## config.mk

```make
export PLATFORM = sky130hd
export DESIGN_NAME = fp_addsub_result_collector_flat
export DESIGN_NICKNAME = d
export VERILOG_FILES = /design/src/rtl/fp_addsub_result_collector_pkg.sv /design/src/rtl/fp_addsub_result_collector_if.sv /design/src/rtl/fp_addsub_result_collector_chk.sv /design/src/rtl/fp_addsub_result_collector_sync_fifo.sv /design/src/rtl/fp_addsub_result_collector.sv /design/src/flat_wrapper.sv
export SDC_FILE = /design/constraint.sdc
export NUM_CORES = 1
export LEC_CHECK = 0
export ABC_AREA = 1
export BUFFER_PORTS_ARGS = -buffer_cell sky130_fd_sc_hd__buf_4
export CAP_MARGIN = 20
export CORE_ASPECT_RATIO = 1.75
export CORE_UTILIZATION = 30
export CTS_CLUSTER_DIAMETER = 100
export DETAILED_ROUTE_END_ITERATION = 7
export SYNTH_ARGS = -nofsm -noshare
export SYNTH_HDL_FRONTEND = slang
export SYNTH_SLANG_ARGS = --single-unit
```

## constraint.sdc

```tcl
create_clock -name clk_i -period 4.2 [get_ports clk_i]
set_input_delay 0.63 -clock clk_i [delete_from_list [all_inputs] [get_ports clk_i]]
set_output_delay 0.63 -clock clk_i [all_outputs]
set_load 0.03 [all_outputs]
```

## src/rtl/fp_addsub_result_collector_pkg.sv

```systemverilog
// Shared types for the FP add/sub result collector: float/exception types,
// writeback entry layout and the functional-unit state reported to dispatch.
package fp_addsub_result_collector_pkg;

    typedef logic [31:0] float_t;

    typedef enum logic [0:0] {
        FU_FREE = 1'b0,
        FU_BUSY = 1'b1
    } fu_state_e;

    localparam int FP_ADD_LATENCY = 4;
    localparam int FP_TAG_W       = 5;

    typedef struct packed {
        logic invalid;
        logic overflow;
        logic underflow;
    } fp_exc_t;

    typedef struct packed {
        logic [FP_TAG_W-1:0] tag;
        float_t              data;
        fp_exc_t             flags;
    } fp_wb_entry_t;

    // Sticky accumulation of IEEE-754 exception bits.
    function automatic fp_exc_t exc_merge(input fp_exc_t acc, input fp_exc_t add);
        return fp_exc_t'(acc | add);
    endfunction

endpackage

```

## src/rtl/fp_addsub_result_collector_if.sv

```systemverilog
// Issue / adder-result / writeback bundle between the dispatcher side (master)
// and the result collector (slave).
interface fp_addsub_result_collector_if
    import fp_addsub_result_collector_pkg::*;
#(
    parameter int TAG_W = FP_TAG_W
) ();

    logic             issue_valid_i;
    logic             issue_ready_o;
    logic [TAG_W-1:0] issue_rd_i;
    float_t           add_result_i;
    logic             add_underflow_i;
    logic             add_overflow_i;
    logic             add_invalid_i;
    logic             wb_valid_o;
    logic             wb_ready_i;
    logic [TAG_W-1:0] wb_rd_o;
    float_t           wb_data_o;
    fp_exc_t          wb_flags_o;
    fp_exc_t          fflags_o;
    logic             fflags_clr_i;
    fu_state_e        fu_state_o;

    modport master (
        output issue_valid_i, issue_rd_i, add_result_i, add_underflow_i,
               add_overflow_i, add_invalid_i, wb_ready_i, fflags_clr_i,
        input  issue_ready_o, wb_valid_o, wb_rd_o, wb_data_o, wb_flags_o,
               fflags_o, fu_state_o
    );

    modport slave (
        input  issue_valid_i, issue_rd_i, add_result_i, add_underflow_i,
               add_overflow_i, add_invalid_i, wb_ready_i, fflags_clr_i,
        output issue_ready_o, wb_valid_o, wb_rd_o, wb_data_o, wb_flags_o,
               fflags_o, fu_state_o
    );

endinterface

```

## src/rtl/fp_addsub_result_collector_chk.sv

```systemverilog
// Protocol checks for the result collector: no issue without credit and no
// adder capture into a full result buffer.
module fp_addsub_result_collector_chk (
    input logic clk_i,
    input logic rst_i,
    input logic issue_valid_i,
    input logic issue_ready_i,
    input logic capture_i,
    input logic fifo_full_i
);

    a_issue_without_credit: assert property (@(posedge clk_i) disable iff (rst_i)
        !(issue_valid_i && !issue_ready_i))
        else $error("issue_valid asserted while issue_ready is low");

    a_capture_into_full: assert property (@(posedge clk_i) disable iff (rst_i)
        !(capture_i && fifo_full_i))
        else $error("adder result captured while result buffer is full");

endmodule

```

## src/rtl/fp_addsub_result_collector_sync_fifo.sv

```systemverilog
// Generic synchronous FIFO with occupancy count; DEPTH must be a power of two >= 2.
module fp_addsub_result_collector_sync_fifo #(
    parameter int WIDTH = 8,
    parameter int DEPTH = 4
) (
    input  logic                       clk_i,
    input  logic                       rst_i,
    input  logic                       push_i,
    input  logic [WIDTH-1:0]           wdata_i,
    input  logic                       pop_i,
    output logic [WIDTH-1:0]           rdata_o,
    output logic                       full_o,
    output logic                       empty_o,
    output logic [$clog2(DEPTH+1)-1:0] count_o
);

    localparam int PTR_W = $clog2(DEPTH);
    localparam int CNT_W = $clog2(DEPTH + 1);

    logic [WIDTH-1:0] mem_r [DEPTH];
    logic [PTR_W-1:0] wr_ptr_r;
    logic [PTR_W-1:0] rd_ptr_r;
    logic [CNT_W-1:0] count_r;
    logic             push_ok_s;
    logic             pop_ok_s;

    // A push into a full FIFO is only legal when a pop frees a slot in the same cycle.
    assign pop_ok_s  = pop_i & ~empty_o;
    assign push_ok_s = push_i & (~full_o | pop_ok_s);
    assign full_o    = (count_r == CNT_W'(DEPTH));
    assign empty_o   = (count_r == CNT_W'(0));
    assign count_o   = count_r;
    assign rdata_o   = mem_r[rd_ptr_r];

    // Storage array write port.
    always_ff @(posedge clk_i) begin
        if (push_ok_s) begin
            mem_r[wr_ptr_r] <= wdata_i;
        end
    end

    // Pointer and occupancy bookkeeping.
    always_ff @(posedge clk_i) begin
        if (rst_i) begin
            wr_ptr_r <= PTR_W'(0);
            rd_ptr_r <= PTR_W'(0);
            count_r  <= CNT_W'(0);
        end else begin
            if (push_ok_s) wr_ptr_r <= wr_ptr_r + PTR_W'(1);
            if (pop_ok_s)  rd_ptr_r <= rd_ptr_r + PTR_W'(1);
            case ({push_ok_s, pop_ok_s})
                2'b10:   count_r <= count_r + CNT_W'(1);
                2'b01:   count_r <= count_r - CNT_W'(1);
                default: count_r <= count_r;
            endcase
        end
    end

endmodule

```

## src/rtl/fp_addsub_result_collector.sv

```systemverilog
// Tracks FADD/FSUB ops through the fixed-latency adder, buffers results for FP
// writeback and accumulates sticky flags. Option: FP_RESULT_BYPASS_EN.
module fp_addsub_result_collector
    import fp_addsub_result_collector_pkg::*;
#(
    parameter int LATENCY    = FP_ADD_LATENCY,
    parameter int FIFO_DEPTH = 4,
    parameter int TAG_W      = FP_TAG_W
) (
    input  logic                          clk_i,
    input  logic                          rst_i,
    input  logic                          clk_en_i,
    fp_addsub_result_collector_if.slave   bus
);

    localparam int ENTRY_W = TAG_W + 32 + 3;
    localparam int INF_W   = $clog2(LATENCY + 1);
    localparam int CNT_W   = $clog2(FIFO_DEPTH + 1);
    localparam int SUM_W   = ((INF_W > CNT_W) ? INF_W : CNT_W) + 1;

    logic [LATENCY-1:0] valid_r;
    logic [TAG_W-1:0]   tag_r [LATENCY];
    logic [INF_W-1:0]   inflight_r;
    fp_exc_t            fflags_r;

    logic               accept_s;
    logic               capture_s;
    logic               bypass_s;
    logic               push_s;
    logic               pop_s;
    logic               fifo_pop_s;
    logic               fifo_full_s;
    logic               fifo_empty_s;
    logic [CNT_W-1:0]   fifo_count_s;
    logic [ENTRY_W-1:0] cap_entry_s;
    logic [ENTRY_W-1:0] fifo_rdata_s;
    logic [ENTRY_W-1:0] wb_entry_s;

    assign accept_s    = bus.issue_valid_i & bus.issue_ready_o & clk_en_i;
    assign capture_s   = valid_r[LATENCY-1] & clk_en_i & ~rst_i;
    assign cap_entry_s = {tag_r[LATENCY-1], bus.add_result_i,
                          bus.add_invalid_i, bus.add_overflow_i, bus.add_underflow_i};

`ifdef FP_RESULT_BYPASS_EN
    assign bypass_s = capture_s & fifo_empty_s;
`else
    assign bypass_s = 1'b0;
`endif

    // A bypassed entry accepted by writeback never occupies a FIFO slot.
    assign push_s     = capture_s & ~(bypass_s & bus.wb_ready_i);
    assign wb_entry_s = bypass_s ? cap_entry_s : fifo_rdata_s;
    assign pop_s      = bus.wb_valid_o & bus.wb_ready_i;
    assign fifo_pop_s = pop_s & ~bypass_s;

    assign bus.wb_valid_o    = ~fifo_empty_s | bypass_s;
    assign bus.wb_rd_o       = wb_entry_s[ENTRY_W-1 -: TAG_W];
    assign bus.wb_data_o     = wb_entry_s[34:3];
    assign bus.wb_flags_o    = fp_exc_t'(wb_entry_s[2:0]);
    assign bus.fflags_o      = fflags_r;
    assign bus.fu_state_o    = (inflight_r != INF_W'(0)) ? FU_BUSY : FU_FREE;
    assign bus.issue_ready_o = ~rst_i &
        ((SUM_W'(inflight_r) + SUM_W'(fifo_count_s)) < SUM_W'(FIFO_DEPTH));

    // Valid bits of the adder shadow pipeline; frozen together with the adder.
    always_ff @(posedge clk_i) begin
        if (rst_i) begin
            valid_r <= {LATENCY{1'b0}};
        end else if (clk_en_i) begin
            valid_r[0] <= accept_s;
            for (int i = 1; i < LATENCY; i++) valid_r[i] <= valid_r[i-1];
        end else begin
            valid_r <= valid_r;
        end
    end

    // Destination tags travel alongside the valid bits.
    always_ff @(posedge clk_i) begin
        if (clk_en_i) begin
            tag_r[0] <= bus.issue_rd_i;
            for (int i = 1; i < LATENCY; i++) tag_r[i] <= tag_r[i-1];
        end
    end

    // In-flight op count: one per valid shadow stage.
    always_ff @(posedge clk_i) begin
        if (rst_i) begin
            inflight_r <= INF_W'(0);
        end else begin
            case ({accept_s, capture_s})
                2'b10:   inflight_r <= inflight_r + INF_W'(1);
                2'b01:   inflight_r <= inflight_r - INF_W'(1);
                default: inflight_r <= inflight_r;
            endcase
        end
    end

    // Sticky exception flags; a popped entry's flags survive a coincident clear.
    always_ff @(posedge clk_i) begin
        if (rst_i) begin
            fflags_r <= fp_exc_t'(3'b000);
        end else if (pop_s) begin
            fflags_r <= exc_merge(bus.fflags_clr_i ? fp_exc_t'(3'b000) : fflags_r,
                                  bus.wb_flags_o);
        end else if (bus.fflags_clr_i) begin
            fflags_r <= fp_exc_t'(3'b000);
        end else begin
            fflags_r <= fflags_r;
        end
    end

    fp_addsub_result_collector_sync_fifo #(
        .WIDTH (ENTRY_W),
        .DEPTH (FIFO_DEPTH)
    ) u_fifo (
        .clk_i   (clk_i),
        .rst_i   (rst_i),
        .push_i  (push_s),
        .wdata_i (cap_entry_s),
        .pop_i   (fifo_pop_s),
        .rdata_o (fifo_rdata_s),
        .full_o  (fifo_full_s),
        .empty_o (fifo_empty_s),
        .count_o (fifo_count_s)
    );

    fp_addsub_result_collector_chk u_chk (
        .clk_i         (clk_i),
        .rst_i         (rst_i),
        .issue_valid_i (bus.issue_valid_i),
        .issue_ready_i (bus.issue_ready_o),
        .capture_i     (capture_s),
        .fifo_full_i   (fifo_full_s)
    );

endmodule

```

## src/flat_wrapper.sv

```systemverilog
// flat-port wrapper written by rule: the top's interface ports become plain ports
module fp_addsub_result_collector_flat import fp_addsub_result_collector_pkg::*;
#(
    parameter int LATENCY    = FP_ADD_LATENCY,
    parameter int FIFO_DEPTH = 4,
    parameter int TAG_W      = FP_TAG_W
)
  (clk_i, rst_i, clk_en_i, bus_issue_valid_i, bus_issue_rd_i, bus_add_result_i, bus_add_underflow_i, bus_add_overflow_i, bus_add_invalid_i, bus_wb_ready_i, bus_fflags_clr_i, bus_issue_ready_o, bus_wb_valid_o, bus_wb_rd_o, bus_wb_data_o, bus_wb_flags_o, bus_fflags_o, bus_fu_state_o);
  fp_addsub_result_collector_if #(.TAG_W(TAG_W)) bus_i ();
  input  logic clk_i;
  input  logic rst_i;
  input  logic clk_en_i;
  input wire logic [$bits(bus_i.issue_valid_i)-1:0] bus_issue_valid_i;
  input wire logic [$bits(bus_i.issue_rd_i)-1:0] bus_issue_rd_i;
  input wire logic [$bits(bus_i.add_result_i)-1:0] bus_add_result_i;
  input wire logic [$bits(bus_i.add_underflow_i)-1:0] bus_add_underflow_i;
  input wire logic [$bits(bus_i.add_overflow_i)-1:0] bus_add_overflow_i;
  input wire logic [$bits(bus_i.add_invalid_i)-1:0] bus_add_invalid_i;
  input wire logic [$bits(bus_i.wb_ready_i)-1:0] bus_wb_ready_i;
  input wire logic [$bits(bus_i.fflags_clr_i)-1:0] bus_fflags_clr_i;
  output wire logic [$bits(bus_i.issue_ready_o)-1:0] bus_issue_ready_o;
  output wire logic [$bits(bus_i.wb_valid_o)-1:0] bus_wb_valid_o;
  output wire logic [$bits(bus_i.wb_rd_o)-1:0] bus_wb_rd_o;
  output wire logic [$bits(bus_i.wb_data_o)-1:0] bus_wb_data_o;
  output wire logic [$bits(bus_i.wb_flags_o)-1:0] bus_wb_flags_o;
  output wire logic [$bits(bus_i.fflags_o)-1:0] bus_fflags_o;
  output wire logic [$bits(bus_i.fu_state_o)-1:0] bus_fu_state_o;
  assign bus_i.issue_valid_i = bus_issue_valid_i;
  assign bus_i.issue_rd_i = bus_issue_rd_i;
  assign bus_i.add_result_i = bus_add_result_i;
  assign bus_i.add_underflow_i = bus_add_underflow_i;
  assign bus_i.add_overflow_i = bus_add_overflow_i;
  assign bus_i.add_invalid_i = bus_add_invalid_i;
  assign bus_i.wb_ready_i = bus_wb_ready_i;
  assign bus_i.fflags_clr_i = bus_fflags_clr_i;
  assign bus_issue_ready_o = bus_i.issue_ready_o;
  assign bus_wb_valid_o = bus_i.wb_valid_o;
  assign bus_wb_rd_o = bus_i.wb_rd_o;
  assign bus_wb_data_o = bus_i.wb_data_o;
  assign bus_wb_flags_o = bus_i.wb_flags_o;
  assign bus_fflags_o = bus_i.fflags_o;
  assign bus_fu_state_o = bus_i.fu_state_o;
  fp_addsub_result_collector #(.LATENCY(LATENCY), .FIFO_DEPTH(FIFO_DEPTH), .TAG_W(TAG_W)) u_core (.clk_i(clk_i), .rst_i(rst_i), .clk_en_i(clk_en_i), .bus(bus_i));
endmodule
```

==> out/qor.yml, run 1 <==
finalCriticalPeriod_ps: 3086
ios: 92
critPathMaxStageDelay_ps: 840
gr-usage-met3_pct: 3.861
num-nets-final: 673
firstDrtPassIters: 4
die_h_um: 210.9
fp.dieW_um: 121.4
max_freq_mhz: 324.1
crit_type: "reg2out"
syn_inst: 530
layout-drive-gt1-share_pct: 23.30
internal-power_mw: 3.556
gp_congestion: 0.7285
busiest_layer: "met2"
grt_pass1_wl_mm: 22.90
finalSetupViolations: 0
antenna_found_initial: 2
synth-xor-area-share_pct: 0
rows: 76
avgSynthCellArea_um2: 14.11
io_buffers: 91
drt_iter0_markers: 195
cp.required_ps: 3570
synth.net_count: 585
start_util_pct: 30.48
synth-edff-count: 180
cp_slowest_cell: "dfxtp_4"
switching_power_mw: 1.864
final_hold_viol_count: 0
syn_area_um2: 7478
yosysTopAreaCellShare_pct: 72.28
synth_top_family_by_area: "compound AO/OA/AOI/OAI gates"
worstMarginPinSlew_ps: 780.1
nFillCells: 2381
dieArea_um2: 25590
clkTransAtPathRegs_ps: 80
cts-htree-levels: 4
yosys.area_share.simple_pct: 6.776
timing.critical_path.depth: 4
pwr-share-comb_pct: 26.9
insertion_delay_ps: 430
ff_latch_area_um2: 5791
synth-compound-area-share_pct: 11.19
clockBufferDepth: 2
cp_cell_sequence: "inv_4 > o21ai_0 > o22ai_1 > buf_4"
hp-class: "in2reg"
cts_setup_buffers: 0
power_density_nw_per_um2: 596.7
synth_common_cells: "180 x edfxtp_1, 96 x nor2_1, 90 x o21ai_0"
grtUsageMet2_pct: 21.75
synthMuxAreaShare_pct: 0
grt_pass1_vias: 4388
period_share_pct: 73.47
num_antenna_cells: 0
skew_ps: 13.92
critPathCaptureType: "output port"
async_flop_share_pct: 0
cts_tree: "done"
crit_fanout: 81
grt-ovfl-total: 0
r2r.worst_path.cells: 12
maxCapViolCount: 0
drt-total-wl_mm: 14.79
critical_path_buf_inv_count: 2
tns_ps: 0
cp.arrival_ps: 2460
finalMaxSlewViolations: 0
crit_family: "flip-flops"
rr_endpoint: "u_core.inflight_r[2]"
place_ws_ps: 1512
detail_route.wl_per_cell_um: 15.68
ant_nets: 0
cts_resized: 0
synthToLayoutAreaGrowth_pct: 21.45
ir_drop_v: 0.0002826
synth-seq-area-share_pct: 77.36
grt_usage_pct: 12.07
synth_adder_area_share_pct: 1.707
cts_hold_buffers: 0
cts_buffers: 17
p_leak_nw: 3.132
synth_cell_types: 30
yosysTopAreaCell: "edfxtp_1"
synth_seq_cells: 199
yosys_warnings: 0
p_clk_share_pct: 29.3
drc_errors: 0
reg2reg_from: "u_core.u_fifo.count_o[1]"
root_buffer: "clkbuf_16"
yosys.cell_count.top_type: "edfxtp_1"
num_vias: 4339
ff2ff_setup_slack_ps: 2090
critPathCapture: "bus_wb_data_o[26]"
synth_area_leaders: "edfxtp_1 72%, o21ai_0 6.0%, dfxtp_1 5.1%"
multiInputGateArea_um2: 1501
hpwl_mm: 9.306
share_seq_of_total_power_pct: 43.8
status: "finished, final reports clean"
synth_ff_type: "edfxtp_1"
cts.sinks: 199
start_kind: "flip-flop"
use_met1_pct: 12.12
viasPerCell: 4.601
grt_max_degree: 82
coreArea_um2: 24530
relSlewSlack_pct: 47.99
switching_share_pct: 34.38
rsz0062_at_grt: "no"
fin_ws_ps: 1114
[cell families (layout without fill, tap and decap cells)]
logic type,Yosys count,after routing
DFF,199,199
AOI/OAI and AO/OA,149,149
and+or+nand+nor,123,123
buffers and inverters,50,151
adders and majority gates,9,9
[power by group through the flow]
stage / Clock [mW] / Sequential, mW / Combinational (mW)
2_1_floorplan: 0 / 2.31 / 1.06
3_3_place_gp: 0 / 2.42 / 1.48
3_5_place_dp: 0 / 2.42 / 1.49
4_1_cts: 1.63 / 2.38 / 1.49
5_1_grt: 1.70 / 2.40 / 1.59
6_report: 1.59 / 2.37 / 1.46
[worst min path at each step]
stage | startpoint | to | cells past startpoint
global placement | u_core.tag_r[1][0] | u_core.tag_r[2][0] | 0
global route | bus_issue_rd_i[0] | u_core.tag_r[0][0] | 1
CTS | bus_issue_rd_i[0] | u_core.tag_r[0][0] | 1
detailed placement | u_core.tag_r[0][1] | u_core.tag_r[1][1] | 0
floorplan | u_core.tag_r[0][0] | u_core.tag_r[1][0] | 0
finish | bus_issue_rd_i[0] | u_core.tag_r[0][0] | 1
[cell usage in the layout, fill, tap and decap left out, types with 2 or more instances in the layout]
cell / instances
ha_1: 7
buf_4: 96
nand2_1: 13
o22ai_2: 2
nand2_2: 2
o21ai_0: 90
nor2_1: 92
a21oi_1: 14
inv_8: 3
inv_1: 21
nand3_1: 7
fa_1: 2
inv_6: 5
dfxtp_1: 17
edfxtp_1: 180
clkbuf_16: 18
clkinv_4: 3
o22ai_1: 38
inv_4: 2
nor2_4: 6
[state kept, by name, summed over array words and instances (netlist names), named ones only]
register and cells:
u_core.u_fifo.mem_r 160, u_core.tag_r 20, u_core.valid_r 4, u_core.bus.fflags_o 3, u_core.inflight_r 3, u_core.u_fifo.count_o 3
u_core.u_fifo.rd_ptr_r 2, u_core.u_fifo.wr_ptr_r 2
[stage by stage]
stage	power [mW]	instance area [um^2]	cells	utilization [%]	hold slack, ps
floorplan	3.369	7478	530	-	400.3
global placement	3.898	8492	911	34.61	400.7
detailed placement	3.909	8492	911	34.61	405.2
CTS	5.497	9082	943	37.02	343.9
global route	5.685	9082	943	37.02	341.2
finish	5.420	9082	943	37.02	368.8
[worst reg2reg max path, cell delays in order (launching register included)]
cell     delay (ps)
dfxtp_1         360
ha_1            290
nand3_1          70
nand3_1          80
inv_1            60
nand3_1          90
ha_1            150
inv_1            60
fa_1            380
a21oi_1         140
o21ai_0         110
o21ai_0         160
a21oi_1          50
[area by class of cell]
| cell class | count | area share [%] |
|---|---|---|
| clock buffers | 19 | 5.111 |
| clock inverters | 13 | 1.391 |
| inverters | 23 | 0.9781 |
| multi-input cells | 281 | 16.53 |
| flip-flops and latches | 199 | 63.76 |
| well taps | 312 | 4.298 |
| repair buffers | 96 | 7.935 |
[metal layers]
metal | part of all wire, % | vias up
met5 | 0.11 | -
met2 | 55 | 89
li1 | - | 2123
met1 | 36 | 2097
met3 | 5.1 | 28
met4 | 3.6 | 2
(Power assumes the default switching activity.)
==> run 2: changes to the inputs <==
Clock period 4.2 ns to 2.68 ns, I/O delays scaled along.
==> run 2 against run 1 <==
Clock power increased by 57%. Sequential power increased by 50%. Clock skew decreased by 4.6 ps. Die area unchanged. Final cell count increased by 1.1%. Global-route usage increased by 0.35 points.
==> out/qor.yml, run 2 (synthesized netlist as in run 1, its figures left out) <==
finalMaxSlewViolations: 0  # unchanged
clockBufferDepth: 2  # unchanged
final_hold_viol_count: 0  # unchanged
switching_power_mw: 2.920  # +57%
skew_ps: 9.323  # -4.601 ps
finalCriticalPeriod_ps: 2424
largest_reg_flops: 160  # unchanged
rsz0062_at_grt: "no"
coreArea_um2: 24530  # unchanged
worstMarginPinSlew_ps: 691.9  # -88.28 ps
cts.sinks: 199  # unchanged
crit_fanout: 71  # -12%
cts_buffers: 17  # unchanged
ios: 92  # unchanged
placed_cell_area_um2: 8559  # +0.80%
detail_route.wl_per_cell_um: 16.06  # +2.4%
dieArea_um2: 25590  # unchanged
ff_latch_area_um2: 5791  # unchanged
hpwl_mm: 9.635  # +3.5%
grt_pass1_vias: 4438  # +1.1%
clkTransAtPathRegs_ps: 70  # about the same
gp_congestion: 0.7673  # +5.3%
maxCapViolCount: 0  # unchanged
cts_resized: 0  # unchanged
insertion_delay_ps: 430  # about the same
final_common_cell: "edfxtp_1"
viasPerCell: 4.665  # +1.4%
place_ws_ps: 551.7  # -959.9 ps
mostFrequentLayoutCells: "180 x edfxtp_1, 104 x buf_4, 92 x nor2_1, 90 x o21ai_0, 38 x o22ai_1"
ff2ff_setup_slack_ps: 580  # -1510 ps
grt_pass1_wl_mm: 23.58  # +3.0%
drt-total-wl_mm: 15.30  # +3.5%
num_vias: 4446  # +2.5%
finalSetupViolations: 0  # unchanged
regMostFlops: "u_core.u_fifo.mem_r"
cts_hold_buffers: 0  # unchanged
io_buffers: 91  # unchanged
start_util_pct: 30.48  # unchanged
drt_iter0_markers: 249  # +28%
reg2reg_from: "u_core.u_fifo.count_o[1]"
max_freq_mhz: 412.6
synthToLayoutAreaGrowth_pct: 22.29
internal-power_mw: 5.623  # +58%
cp.required_ps: 2280  # -1290 ps
stdcell_area_um2: 9145  # +0.69%
tns_ps: 0  # unchanged
cts_setup_buffers: 0  # unchanged
switching_share_pct: 34.18  # -0.20 points
firstDrtPassIters: 5  # +1
rows: 76  # unchanged
num-nets-final: 682  # +1.3%
start_kind: "flip-flop"
cts-htree-levels: 4  # unchanged
critPathCaptureType: "output port"
hp-class: "in2reg"
nFillCells: 2379  # -0.084%
multiInputGateArea_um2: 1501  # unchanged
utilization_pct: 37.28  # +0.25 points
fin_ws_ps: 256.3  # -858.2 ps
crit_type: "reg2out"
p_leak_nw: 3.166  # +1.1%
period_share_pct: 90.44
cp.arrival_ps: 2020  # -440 ps
ir_drop_v: 0.0005256  # +86%
grt-ovfl-total: 0  # unchanged
grt_usage_pct: 12.42  # +0.35 points
total_power_mw: 8.543  # +58%
cts_tree: "done"
pwr-share-comb_pct: 29.1  # +2.2 points
top_regs: "u_core.u_fifo.mem_r (160), u_core.tag_r (20), u_core.valid_r (4)"
drc_errors: 0  # unchanged
layout-drive-gt1-share_pct: 24.22  # +0.92 points
die_h_um: 210.9  # unchanged
grt_max_degree: 81  # -1.2%
min_from: "bus_issue_rd_i[0]"
p_clk_share_pct: 29.1  # -0.2 points
status: "finished, final reports clean"
power_density_nw_per_um2: 934.1  # +57%
relSlewSlack_pct: 53.88  # +5.9 points
share_seq_of_total_power_pct: 41.7  # -2.1 points
ant_nets: 0  # unchanged
root_buffer: "clkbuf_16"
fp.dieW_um: 121.4  # unchanged
antenna_found_initial: 1  # -1
run 2: changes by cell type in the layout (fill, tap and decap cells not counted):
cell,previous run,this run
clkinv_2,0,1
buf_4,96,104
clkinv_4,3,2
diode_2,0,1
inv_6,5,4
clkinv_8,1,0
bufinv_16,0,1
clkinvlp_4,0,2
inv_4,2,1
clkbuf_16,18,17
buf_6,0,1
clkbuf_1,0,1
run 2: per-layer routing:
layer | GRT usage, % | wire (um) | up-vias
met5 | 0 | 0 | -
met2 | 22.69 | 8548 | 81
met3 | 3.429 | 730 | 13
met1 | 13.33 | 5848 | 2214
met4 | 4.725 | 176 | 0
li1 | - | - | 2138
run 2: path summary, 6_finish.rpt:
check                                       endpoint  cells after the start
worst max-delay path               bus_wb_flags_o[0]                      4
worst min-delay path              u_core.tag_r[0][0]                      1
worst max register to register  u_core.inflight_r[2]                     12
worst min register to register    u_core.tag_r[1][4]                      0
run 2: area by class of cell:
cell class                      count  area share, %
Antenna cell                        1        0.02736
Tap cell                          312          4.269
Timing Repair Buffer              105          8.661
Inverter                           23         0.9714
Multi-Input combinational cell    281          16.42
Sequential cell                   199          63.32
Clock inverter                     13          1.491
Clock buffer                       19          4.843
run 2: per-stage QoR:
step / cells / hold WS, ps
final: 953 / 142.2
after global routing: 952 / 115.5
after CTS: 952 / 119.7
after detailed placement: 920 / 404.5
after global placement: 920 / 402.2
after floorplan: 530 / 400.3
run 2: power groups by stage:
stage | sequential, mW | combinational [mW] | clock, mW
final | 3.56 | 2.49 | 2.49
after global routing | 3.58 | 2.71 | 2.67
after CTS | 3.56 | 2.54 | 2.55
after detailed placement | 3.63 | 2.54 | 0
after global placement | 3.63 | 2.52 | 0
after floorplan | 3.62 | 1.66 | 0
run 2: critical path, cell delays in order, from the launching register on:
cell     delay (ps)
dfxtp_4         360
inv_4           500
o21ai_0         200
o22ai_1         290
buf_4           230
